==> src/rtl/serial_parity_checker_pkg.sv <==
// Shared types and constants for the serial parity receive path.
//   state_e   : receiver FSM states (2-bit encoding)
//   PAR_EVEN  : parity mode select value for even parity
//   PAR_ODD   : parity mode select value for odd parity
//   ERR_CNT_W : width of the saturating error counter
package serial_parity_checker_pkg;

   typedef enum logic [1:0] {
      ST_IDLE   = 2'd0,
      ST_DATA   = 2'd1,
      ST_PARITY = 2'd2,
      ST_STOP   = 2'd3
   } state_e;

   localparam int unsigned PAR_EVEN  = 0;
   localparam int unsigned PAR_ODD   = 1;
   localparam int unsigned ERR_CNT_W = 8;

endpackage

==> src/rtl/serial_parity_checker_err_sat_counter.sv <==
// Saturating error counter for the status block.
//   clk, arstn : clock, asynchronous active-low reset
//   inc        : count one event this cycle
//   clr        : synchronous clear; clear together with inc leaves the count at 1
//   cnt        : current count, holds at all-ones
module err_sat_counter
   import serial_parity_checker_pkg::*;
(
   input  logic                 clk,
   input  logic                 arstn,
   input  logic                 inc,
   input  logic                 clr,
   output logic [ERR_CNT_W-1:0] cnt
);

   localparam logic [ERR_CNT_W-1:0] CNT_MAX = '1;

   logic [ERR_CNT_W-1:0] cnt_q, cnt_d;

   // Next count: clear wins over the stored value but still records a coincident event
   always_comb begin
      cnt_d = cnt_q;
      if (clr) begin
         cnt_d = inc ? ERR_CNT_W'(1) : '0;
      end else if (inc && (cnt_q != CNT_MAX)) begin
         cnt_d = cnt_q + ERR_CNT_W'(1);
      end
   end

   always_ff @(posedge clk or negedge arstn) begin
      if (!arstn) begin
         cnt_q <= '0;
      end else begin
         cnt_q <= cnt_d;
      end
   end

   assign cnt = cnt_q;

endmodule

==> config.mk <==
export PLATFORM = sky130hd
export DESIGN_NAME = err_sat_counter
export DESIGN_NICKNAME = d
export VERILOG_FILES = /design/src/rtl/serial_parity_checker_pkg.sv /design/src/rtl/serial_parity_checker_err_sat_counter.sv
export SDC_FILE = /design/constraint.sdc
export NUM_CORES = 1
export LEC_CHECK = 0
export CAP_MARGIN = 20
export CORE_AREA = 2 2 39 41
export CTS_BUF_LIST = sky130_fd_sc_hd__clkbuf_16
export CTS_CLUSTER_SIZE = 14
export DETAILED_ROUTE_END_ITERATION = 8
export DIE_AREA = 0 0 41 43
export GPL_TIMING_DRIVEN = 0
export PLACE_DENSITY = 0.61
export SYNTH_ARGS = -nofsm -noshare
export SYNTH_HDL_FRONTEND = slang
export SYNTH_SLANG_ARGS = --single-unit
==> constraint.sdc <==
create_clock -name clk -period 1.3 [get_ports clk]
set_input_delay 0.39 -clock clk [delete_from_list [all_inputs] [get_ports clk]]
set_output_delay 0.39 -clock clk [all_outputs]
set_load 0.05 [all_outputs]
==> impl_metrics.ini <==
[outcome]
outcome = completed

[grt]
grt_pass1_vias = 414
grt_pass1_wl_um = 1850
grt_max_degree = 11
grt_antenna_before_repair = 0
grt.total_usage_pct = 16.2
overflow = 0

[power]
clockPowerShare_pct = 57.7
internal_power_mw = 0.712
power_frac_seq_pct = 29.5
power_density_nw_per_um2 = 1240
p_sw_share_pct = 23.6
leakagePower_nw = 0.299
comb_power_share_pct = 12.8
switching_power_mw = 0.220
vdd_ir_drop_max_mv = 0.619

[clock_tree]
cts_root_buf = clkbuf_16
clkSinkCount = 8
clkSlewWorstSetupHoldPaths_ns = 0.04
clk_latency_ns = 0.24
h-tree-depth = 1
cts_buffers = 3
cts_tree = built
clk_path_buf_depth = 2
hold_buffers = 0

[yosys]
synth_top_family_by_area = simple AND/OR/NAND/NOR gates
yosysTopAreaCellShare_pct = 42.3
syn-cell-area_um2 = 473
synth_simple_gate_area_share_pct = 25.7
postSynthCellCount = 47
ys_ff_latch = 8
synth_nets = 52
seq_area_frac_synth_pct = 42.3
synth_warnings = 0
synth.area.top_cells = dfrtp_1 (42%), a21oi_1 (5.3%), nand2b_1 (5.3%)
synthXorXnorAreaFrac_pct = 0
ys_types = 27
synth_fa_ha_area_share_pct = 2.65
synth_compound_area_share_pct = 23.3
yosys.area.top_type = dfrtp_1
avgSynthCellArea_um2 = 10.1
synth_mux_area_share_pct = 2.12

[placement]
io_buffers = 11
hpwl_um = 782
gp_congestion = 0.719

[critical_path]
cp_cell_sequence = buf_4
path_buf_inv = 1
crit_arrival_ns = 0.89
worstRegToRegCells = 4
crit_path_start_kind = flop
crit_path_top_delay_cell = dfrtp_2
worst_ep_required_time_ns = 0.91
cpLargestDelayFamily = flip-flops
crit_path_end_kind = primary output
cpPeakStageDelay_ns = 0.44
path_depth = 1
cp_max_fo = 6
worstSetupPathType = reg -> out

[timing]
maxSlewHeadroom_pct = 74.6
setup_viol = 0
rsz0062_at_grt = true
tns_ns = 0
maxSlewViolCount = 0
max_freq_mhz = 781
fin_skew_ns = 0.00729
fin_crit_sh_pct = 98.5
worst_pin_slew_ns = 0.381
hold_viol = 0
fin_crit_ns = 1.28

[die]
num_io_pins = 12
start_util_pct = 34.2
placementRows = 14
die_h_um = 43
fp.dieW_um = 41
core_um2 = 1380
die_area_um2 = 1760

[route]
drc_errors = 0
first_iter_violations = 1
vias_per_cell = 5.46
ant_nets = 0
route.detailed.wl_per_inst_um = 14.6
wirelength_um = 1180
vias = 442
firstDrtPassIters = 4

[cells_and_area]
largest_reg_flops = 8
mostFrequentLayoutCell = buf_4
area_delta_synth_final_pct = 59.0
final_cell_mix = buf_4 (10), dfrtp_2 (8), a21oi_1 (4), nand2b_1 (4)
layout.nets = 71
post-route-util_pct = 54.3
num_antenna_cells = 0
drive_above_1_share_pct = 53.8

[worst_hold_path]
hold_class = in -> async

[run]
drv_cap = 0
## cells by family (layout without fill, tap and decap cells)
kind of cell | Yosys count | after routing
AOI/OAI and AO/OA | 15 | 15
DFF | 8 | 8
muxes | 1 | 1
adders and majority gates | 1 | 1
buffers and inverters | 4 | 22
and+or+nand+nor | 18 | 18
## final cells by class
class,count,area [um^2]
Sequential cell,8,210
Tap cell,16,20.0
Fill cell,133,632
Clock inverter,1,3.75
Inverter,2,7.51
Clock buffer,3,75.1
Timing Repair Buffer,14,109
Multi-Input combinational cell,35,310
Buffer,2,16.3
## synth_stat cells
library cell	count
dfrtp_1	8
a21oi_1	5
nand2b_1	4
nand2_1	3
and3_1	2
inv_1	2
o21ai_0	2
or3_1	2
a2111oi_2	1
a211o_1	1
a211oi_1	1
a21boi_2	1
a311oi_1	1
a41oi_1	1
and4_4	1
and4bb_2	1
buf_4	1
clkbuf_1	1
ha_1	1
mux2i_1	1
nand3_1	1
nand4_1	1
nand4_2	1
nor3_1	1
nor3b_1	1
o211ai_1	1
o31ai_1	1
## path summary, 6_finish.rpt
path                       endpoint  slack (ns)    from
setup / recovery             cnt[6]        0.02  cnt[6]
hold / removal               cnt[4]        0.44   arstn
setup reg to reg             cnt[5]        0.02  cnt[1]
hold reg to reg              cnt[4]        0.60  cnt[3]
max in group asynchronous    cnt[1]        0.56   arstn
min in group clk             cnt[4]        0.60  cnt[3]
## per-layer routing
| layer | GRT usage (%) | up-vias | part of all wire [%] |
|---|---|---|---|
| met3 | 4.71 | 4 | 3.6 |
| met4 | 10.0 | 0 | 2.1 |
| met5 | 0 | - | 0 |
| met1 | 20.8 | 214 | 47 |
| met2 | 22.8 | 7 | 47 |
| li1 | - | 217 | - |
## power by group through the flow
stage | clock network [mW] | logic [mW] | registers (mW)
6_report | 0.538 | 0.120 | 0.275
5_1_grt | 0.563 | 0.132 | 0.277
4_1_cts | 0.543 | 0.121 | 0.275
3_5_place_dp | 0 | 0.106 | 0.281
3_3_place_gp | 0 | 0.103 | 0.281
2_1_floorplan | 0 | 0.0302 | 0.312
## stage by stage
step	setup WS (ns)	total power [mW]	std cells	hold WS (ns)	cell area [um^2]
after CTS	0.00378	0.940	80	0.457	737
after global routing	-0.0338	0.972	81	0.475	752
after floorplan	-0.0839	0.342	47	0.0944	515
after detailed placement	-0.459	0.387	74	0.590	646
after global placement	-0.452	0.384	74	0.581	646
final	0.0201	0.932	81	0.441	752
## what timing repair did
item                                    CTS  global route
gates cloned                              0             0
pin swaps                                 0             2
endpoints found under the setup margin   15             5
gates resized for setup                  54             1
buffers inserted                          2             1
Power figures use the tool's default switching activity.
